File: src/rtl/ipm_mask_serial.sv
// ============================================================================
// Module      : ipm_mask_serial
// Description : Serial inner-product-masking encoder that splits one secret
//               byte into V shares using a single reused GF(2^8) multiplier.
// Revision    : 1.0 - initial release
// ============================================================================
`default_nettype none

module gmul8 (
    input  logic [7:0] i_a,
    input  logic [7:0] i_b,
    output logic [7:0] o_p
);

    logic [7:0] w_sh;

    // Shift-and-add multiply, reducing by x^8+x^4+x^3+x+1 on each shift.
    always_comb begin
        o_p  = '0;
        w_sh = i_a;
        for (int i = 0; i < 8; i++) begin
            if (i_b[i]) begin
                o_p = o_p ^ w_sh;
            end
            w_sh = {w_sh[6:0], 1'b0} ^ (w_sh[7] ? 8'h1B : 8'h00);
        end
    end

endmodule

module ipm_mask_serial #(
    parameter int V = 8
) (
    input  logic               clk,
    input  logic               rst_n,
    input  logic               in_valid,
    output logic               in_ready,
    input  logic [7:0]         secret,
    input  logic [(V-1)*8-1:0] rnd,
    input  logic [V*8-1:0]     L,
    output logic               out_valid,
    input  logic               out_ready,
    output logic [V*8-1:0]     Z,
    output logic               busy
);

    localparam int              c_KW     = $clog2(V);
    localparam logic [c_KW-1:0] c_K_LAST = c_KW'(V - 1);
    localparam logic [c_KW-1:0] c_K_ONE  = c_KW'(1);

    typedef enum logic [1:0] {
        S_IDLE    = 2'd0,
        S_COMPUTE = 2'd1,
        S_DONE    = 2'd2
    } state_t;

    state_t               r_state;
    state_t               w_state_next;
    logic                 w_accept;
    logic                 w_last;

    logic [(V-1)*8-1:0]   r_l;
    logic [(V-1)*8-1:0]   r_z;
    logic [7:0]           r_acc;
    logic [c_KW-1:0]      r_k;
    logic [V*8-1:0]       r_zout;

    logic [7:0]           w_lk;
    logic [7:0]           w_zk;
    logic [7:0]           w_mac;
    logic [7:0]           w_acc_next;

    // L_0 is the constant 0x01, so its byte carries no information.
    logic                 w_unused_l0;
    assign w_unused_l0 = ^L[7:0];

    always_ff @(posedge clk or negedge rst_n) begin
        if (!rst_n) begin
            r_state <= S_IDLE;
        end else begin
            r_state <= w_state_next;
        end
    end

    always_comb begin
        w_state_next = r_state;
        in_ready     = 1'b0;
        out_valid    = 1'b0;
        busy         = 1'b0;
        w_accept     = 1'b0;
        w_last       = (r_k == c_K_LAST);
        case (r_state)
            S_IDLE: begin
                in_ready = 1'b1;
                w_accept = in_valid;
                if (in_valid) begin
                    w_state_next = S_COMPUTE;
                end
            end
            S_COMPUTE: begin
                busy = 1'b1;
                if (w_last) begin
                    w_state_next = S_DONE;
                end
            end
            S_DONE: begin
                busy      = 1'b1;
                out_valid = 1'b1;
                if (out_ready) begin
                    w_state_next = S_IDLE;
                end
            end
            default: begin
                w_state_next = S_IDLE;
            end
        endcase
    end

    // Select the (L_k, Z_k) pair feeding the shared multiplier this cycle.
    always_comb begin
        w_lk = '0;
        w_zk = '0;
        for (int i = 1; i < V; i++) begin
            if (r_k == c_KW'(i)) begin
                w_lk = r_l[(i-1)*8 +: 8];
                w_zk = r_z[(i-1)*8 +: 8];
            end
        end
    end

    gmul8 u_gmul8 (
        .i_a (w_lk),
        .i_b (w_zk),
        .o_p (w_mac)
    );

    assign w_acc_next = r_acc ^ w_mac;

    always_ff @(posedge clk or negedge rst_n) begin
        if (!rst_n) begin
            r_l    <= '0;
            r_z    <= '0;
            r_acc  <= '0;
            r_k    <= '0;
            r_zout <= '0;
        end else if (w_accept) begin
            r_l   <= L[V*8-1:8];
            r_z   <= rnd;
            r_acc <= secret;
            r_k   <= c_K_ONE;
        end else if (r_state == S_COMPUTE) begin
            r_acc <= w_acc_next;
            // The whole share vector updates at once so Z only changes on entry to DONE.
            if (w_last) begin
                r_zout <= {r_z, w_acc_next};
            end else begin
                r_k <= r_k + c_K_ONE;
            end
        end
    end

    assign Z = r_zout;

endmodule

`default_nettype wire
File: config.mk
export PLATFORM = sky130hd
export DESIGN_NAME = ipm_mask_serial
export DESIGN_NICKNAME = d
export VERILOG_FILES = /design/src/rtl/ipm_mask_serial.sv
export SDC_FILE = /design/constraint.sdc
export NUM_CORES = 1
export LEC_CHECK = 0
export CAP_MARGIN = 20
export CORE_ASPECT_RATIO = 1.25
export CORE_MARGIN = 1.5
export CORE_UTILIZATION = 58
export CTS_BUF_LIST = sky130_fd_sc_hd__clkbuf_8
export CTS_CLUSTER_SIZE = 28
export DETAILED_ROUTE_END_ITERATION = 10
export GPL_TIMING_DRIVEN = 1
export PLACE_DENSITY = 0.95
export SETUP_SLACK_MARGIN = 0.02
export SYNTH_ARGS = -nofsm -noshare
export SYNTH_HDL_FRONTEND = slang
export SYNTH_SLANG_ARGS = --single-unit
export TNS_END_PERCENT = 10
File: constraint.sdc
create_clock -name clk -period 6.45 [get_ports clk]
set_input_delay 0.9675 -clock clk [delete_from_list [all_inputs] [get_ports clk]]
set_output_delay 0.9675 -clock clk [all_outputs]
set_load 0.1 [all_outputs]
* Word level (Yosys, flattened, before mapping)
Index checks and enable logic that the tools add are counted.
** Word-level totals
- Bits in registers :: 189
- Input bits :: 132
- Output and inout port bits :: 67
- Logic and storage cells :: 84
** Operators by class
- Add/sub/neg operators :: 1
- Equality and inequality tests :: 13
- Multiplexer cells :: 42
- Bitwise logic cells :: 16
- Reduce and logical (&&, ||, !) cells :: 6
** Operators with widths (count)
- $mux 8 :: 24
- $xor 8x8->8 :: 15
- $mux 5 :: 7
- $eq 3x3->1 const B :: 4
- $mux 3 :: 3
- $ne 2x2->1 const B :: 4
- $eq 3x2->1 const B :: 2
- $mux 2 :: 3
- $pmux 2 s3 :: 1
- $reduce_and 3->1 :: 2
- $mux 1 :: 4
- $add 3x1->3 const B :: 1
- $eq 3x1->1 const B :: 1
- $eq 2x1->1 const B :: 1
- $eq 2x2->1 const B :: 1
- $logic_not 2->1 :: 1
- $reduce_and 2->1 :: 1
- $reduce_bool 2->1 :: 1
- $reduce_or 2->1 :: 1
- $not 1->1 :: 1

* Logic depth before layout (Yosys ltp)
- Depth in word-level cells :: 27
- Mapped depth :: 19
- Depth with buffers taken out :: 13

* Modules after synthesis
From an unflattened synthesis, not the netlist that was laid out.
** Unflattened totals
- Cell total of the unflattened synthesis :: 843
- Area, all modules :: 9914.5 um^2
** By module, submodules not included
- ipm_mask_serial :: times used 1, cells each 666, area an instance 8594.5 um^2, seq. area each 4729.5 um^2
- gmul8 :: times used 1, cells each 177, area an instance 1320.0 um^2, seq. area each 0.0 um^2

* Worst setup path after synthesis
OpenSTA, ideal clock, no wires.
- Path type :: flip-flop to flip-flop
- Start :: register r_k[2]
- End :: register r_zout[4] (netlist: Z[4])
- Library setup time :: 0.096 ns
- Data arrival time :: 3.882 ns
- Data required time :: 6.354 ns
- Path slack :: 2.471 ns
- Cell stages (with the launch flop) :: 18
- Buffers on the path :: 4
- Period minus slack after synthesis :: 3.979 ns
- Cells stage by stage :: dfrtp_1 -> buf_4 -> inv_2 -> buf_1 -> ha_1 -> buf_2 -> a21oi_1 -> a222oi_1 -> o22ai_2 -> o21a_1 -> buf_4 -> xnor2_4 -> or3_1 -> a211o_1 -> a211oi_2 -> nor3_1 -> o21a_1 -> o31ai_1
** Between the ends
- Longest elaborated chain between the ends :: 25
- Elaborated cells between the ends (all ways) :: 52
- Those cells by class :: 7 x eq/ne; 29 x mux; 15 x bitwise; 1 x reduce/logical
** RTL lines
- start, declared :: RTL line 65 : logic [c_KW-1:0] r_k;
- start signal, assigned :: RTL line 150 : r_k <= c_K_ONE;
- start signal, assigned :: RTL line 157 : r_k <= r_k + c_K_ONE;
- $eq 3x1->1 :: RTL line 124 : if (r_k == c_KW'(i)) begin
- $mux 8 (7 in a row) :: RTL line 124
- $mux 5 :: RTL line 25 : w_sh = {w_sh[6:0], 1'b0} ^ (w_sh[7] ? 8'h1B : 8'h00);
- $xor 8x8->8 :: RTL line 25
- $xor 8x8->8 :: RTL line 23 : o_p = o_p ^ w_sh;
- $mux 8 :: RTL line 22 : if (i_b[i]) begin
- $xor 8x8->8 :: RTL line 23
- $mux 8 :: RTL line 22
- (+3 left out)
- $mux 8 :: RTL line 22
- $xor 8x8->8 :: RTL line 23
- $mux 8 :: RTL line 22
- $xor 8x8->8 :: RTL line 23
- $mux 8 :: RTL line 22
- $xor 8x8->8 :: RTL line 23
- $mux 8 :: RTL line 22
- $xor 8x8->8 :: RTL line 137 : assign w_acc_next = r_acc ^ w_mac;
- end signal, assigned :: RTL line 155 : r_zout <= {r_z, w_acc_next};
- end, declared :: RTL line 66 : logic [V*8-1:0] r_zout;
Parallel ways exist; a longest one is shown, timed or not.
A chain may end at the register's enable or synchronous reset.

* Worst setup path after layout
- Start :: register r_k[0]
- End :: register r_acc[3]
** Between the ends
- Longest elaborated chain between the ends :: 27
- Elaborated cells between the ends (all ways) :: 53
- Those cells by class :: 7 x eq/ne; 31 x mux; 15 x bitwise
** RTL lines
- $eq 3x1->1 :: RTL line 124
- $mux 8 (7 in a row) :: RTL line 124
- $mux 5 :: RTL line 25
- $xor 8x8->8 :: RTL line 25
- $xor 8x8->8 :: RTL line 23
- $mux 8 :: RTL line 22
- $xor 8x8->8 :: RTL line 23
- $mux 8 :: RTL line 22
- (+5 left out)
- $mux 8 :: RTL line 22
- $xor 8x8->8 :: RTL line 23
- $mux 8 :: RTL line 22
- $xor 8x8->8 :: RTL line 23
- $mux 8 * :: RTL line 22
- $xor 8x8->8 * :: RTL line 137
- $mux 8 * :: RTL line 151 : end else if (r_state == S_COMPUTE) begin
- $mux 8 * :: RTL line 146 : end else if (w_accept) begin
- end signal, assigned :: RTL line 149 : r_acc <= secret;
- end signal, assigned :: RTL line 152 : r_acc <= w_acc_next;
- end, declared :: RTL line 64 : logic [7:0] r_acc;
Mark *: on every way between the ends. The rest lies on a longest branch, timed or not. The select of a mux whose other input is x is not followed.

==> key figures <==
Worst setup path
  • Critical path type: reg2reg
  • R2R Path Start: r_k[0]
  • Reg2Reg Setup Slack: 1.59 ns
  • Worst flop-to-flop path endpoint: r_acc[3]
  • Largest stage delay, worst path: 0.89 ns
  • Required @ worst endpoint: 6.86 ns
  • Slowest cell on crit path: ha_1
  • Crit path arrival time: 5.27 ns
  • Worst-path maximum fanout: 28
  • Crit. End Element: register
  • CP Cell Sequence: inv_1, ha_1, buf_4, a21oi_1, o21ai_0, nand4b_1, nand2_1, xnor2_1, xnor3_1, nor2b_1, xnor3_1, xnor3_1, nand2_1, a21oi_1
  • Reg2Reg Depth: 14
  • Crit path launch type: register
  • CP most frequent cell: xnor3_1

Hold path
  • Hold Path Class: in2async

Routing
  • 1st-iter DRT viols: 1064
  • Residual DRC: 0
  • Met2 Wirelength: 14800 um
  • M1 WL: 11200 um
  • Via Count: 9240
  • Drt via density: 5.83
  • ANT nets after route: 0
  • Drt total wl: 29600 um
  • WL met3: 1860 um
  • Uppermost layer routed: met4
  • WL per Instance: 18.7 um
  • First-pass DRT Iterations: 6

Floorplan
  • Row count: 53
  • Io pins: 199
  • Die X: 120 um
  • Initial core utilization: 0.591
  • Die height: 150 um
  • Die area: 0.0180 mm2
  • Core ar.: 0.0168 mm2

Clock network
  • H-tree levels: 4
  • CTS Buf Count: 17
  • Bufs on Longest Clock Path: 2
  • Clk Latency, worst-skew pair: 0.49 ns
  • CTS clock-pin slew for the worst setup and hold paths: 0.11 ns
  • CTS sink count: 189
  • Post-CTS Setup Bufs: 0
  • CTS tree: yes
  • Post-cts sizing count: 0
  • Root Buffer: clkbuf_8
  • Post-CTS Hold Buffers: 0

Synth
  • Synthesized instance count: 1194
  • Post-synthesis net count: 1335
  • Mux cell area share after synthesis: 0.00917
  • Number of synthesized flops with an enable pin: 0
  • XOR/XNOR Fraction of Synth Area: 0.0838
  • Simple-gate share of the synthesized area: 0.264
  • Warnings from Yosys: 0
  • Synth Register Bits: 189
  • Mapped Area: 0.00996 mm2
  • Register area share after synthesis: 0.475
  • Syn Area/Cell: 8.34 um2
  • Main synth FF type: dfrtp_1
  • Largest family of logic cells by synthesized area: simple AND/OR/NAND/NOR gates
  • Cell variety after synth: 72
  • Ys async rst share: 1.00
  • Complex-gate fraction of the synthesized area: 0.117
  • Adder-cell share of the synthesized area: 0.0113

Finish
  • Layout area overhead: 24.4%
  • Fillers: 1221
  • Fraction of layout cells with a size suffix above 1: 0.0514
  • Commonest non-fill, non-tap cells in the layout: 547 x nand2_1, 189 x dfrtp_1, 189 x clkdlybuf4s50_1
  • Commonest non-fill, non-tap cell in the layout: nand2_1
  • Nets: 1489

Global routing
  • Vias in the first global route: 8826
  • Largest net degree at the start of global routing: 87
  • GR Overflow Total: 0
  • Antenna violations before repair: 2
  • First-pass GRT wire length: 46200 um
  • Total track usage: 0.334

Timing
  • FMAX: 0.206 GHz
  • Final setup TNS: 0 ns
  • Slew headroom: 0.278
  • Setup-failing EPs final: 0
  • Final hold vios: 0
  • RSZ-0062 raised after global routing: false
  • Hold Slack: 0.363 ns
  • Fin crit share: 0.754
  • Minimum clock period: 4.86 ns
  • Count of pins over their slew limit: 0
  • Worst Tran Pin Value: 1.08 ns
  • Fin Clk Skew: 0.0130 ns

Placed design
  • Detailed Place HPWL: 20900 um
  • PortBufs: 190
  • GP Congestion: 0.986

Run
  • Maxcap violations: 0

Status
  • Status: complete, no violations
-- worst max-delay path, delay by kind of cell, from the launching register on --
kind | cells | cell delay, ns
compound gates | 3 | 0.46
xor+xnor | 4 | 1.64
fa+ha+maj | 1 | 0.89
buf+inv | 2 | 0.51
flops | 1 | 0.42
simple gates | 4 | 0.85
-- kinds of logic (layout without fill, tap and decap cells) --
kind of cell             Yosys count  after routing
AO/OA/AOI/OAI                    167            167
XOR/XNOR                          75             75
AND/OR/NAND/NOR                  652            652
buffers and inverters             93            260
adder cells (fa/ha/maj)            9              9
multiplexers                       9              9
other                              0              3
flip-flops                       189            189
-- Yosys cell counts, types with 5 or more instances --
master    count  area share
o21a_1        6      0.0045
xnor2_1      47       0.041
a221oi_1      6      0.0053
o21ai_0      35       0.018
xnor3_1      11       0.025
mux2i_1       8      0.0080
a31oi_1       6      0.0038
clkbuf_1     44       0.017
nand2b_1     12      0.0075
xor2_1       15       0.013
nor2b_1      10      0.0063
buf_2        11      0.0055
nor3_1        6      0.0030
a22oi_1       8      0.0060
nand3b_1      5      0.0038
nand2_1     548        0.21
ha_1          9       0.011
dfrtp_1     189        0.47
nor2_1       44       0.017
a221o_1       7      0.0070
a21o_1        7      0.0053
a211oi_1      8      0.0060
inv_1        20      0.0075
a21oi_1      37       0.019
buf_1         9      0.0034
nand3_1       6      0.0030
-- worst max path at each step --
stage / depth (start not counted) / end / from / slack [ns]
floorplan: 17 / Z[4] / r_k[2] / 2.47
global placement: 14 / r_acc[3] / r_k[0] / 1.79
detailed placement: 14 / r_acc[3] / r_k[0] / 1.77
CTS: 13 / Z[4] / r_k[1] / 1.68
global route: 14 / r_acc[3] / r_k[0] / 1.31
finish: 14 / r_acc[3] / r_k[0] / 1.59
-- sequential cells by signal, summed over array words and instances (netlist names) --
register / cells
r_k: 3
r_z: 56
r_state: 2
r_acc: 8
r_l: 56
Z: 64
-- final cells by class --
cell class | count | area, um2 | area share
Timing Repair Buffer | 206 | 2040 | 0.165
Tap cell | 220 | 275 | 0.0222
Clock inverter | 14 | 156 | 0.0126
Sequential cell | 189 | 4730 | 0.382
Antenna cell | 3 | 7.51 | 0.000606
Multi-Input combinational cell | 912 | 4850 | 0.391
Clock buffer | 18 | 248 | 0.0200
Inverter | 22 | 82.6 | 0.00666
-- metrics by stage --
step           cell area, um2   util  worst slack (ns)  instances
2_1_floorplan            9960      -              2.47       1194
3_3_place_gp            12000  0.710              1.79       1548
3_5_place_dp            12000  0.710              1.77       1548
4_1_cts                 12400  0.734              1.68       1580
5_1_grt                 12400  0.736              1.31       1583
6_report                12400  0.736              1.59       1584
-- routing by layer --
layer	GRT usage	up-vias
met3	0.0564	134
met2	0.547	475
li1	-	4177
met5	0	-
met1	0.421	4454
met4	0.192	0
Power is left out: the tool's default activity adds up to more than one toggle a clock period on the data nets, which glitch-free logic cannot reach.
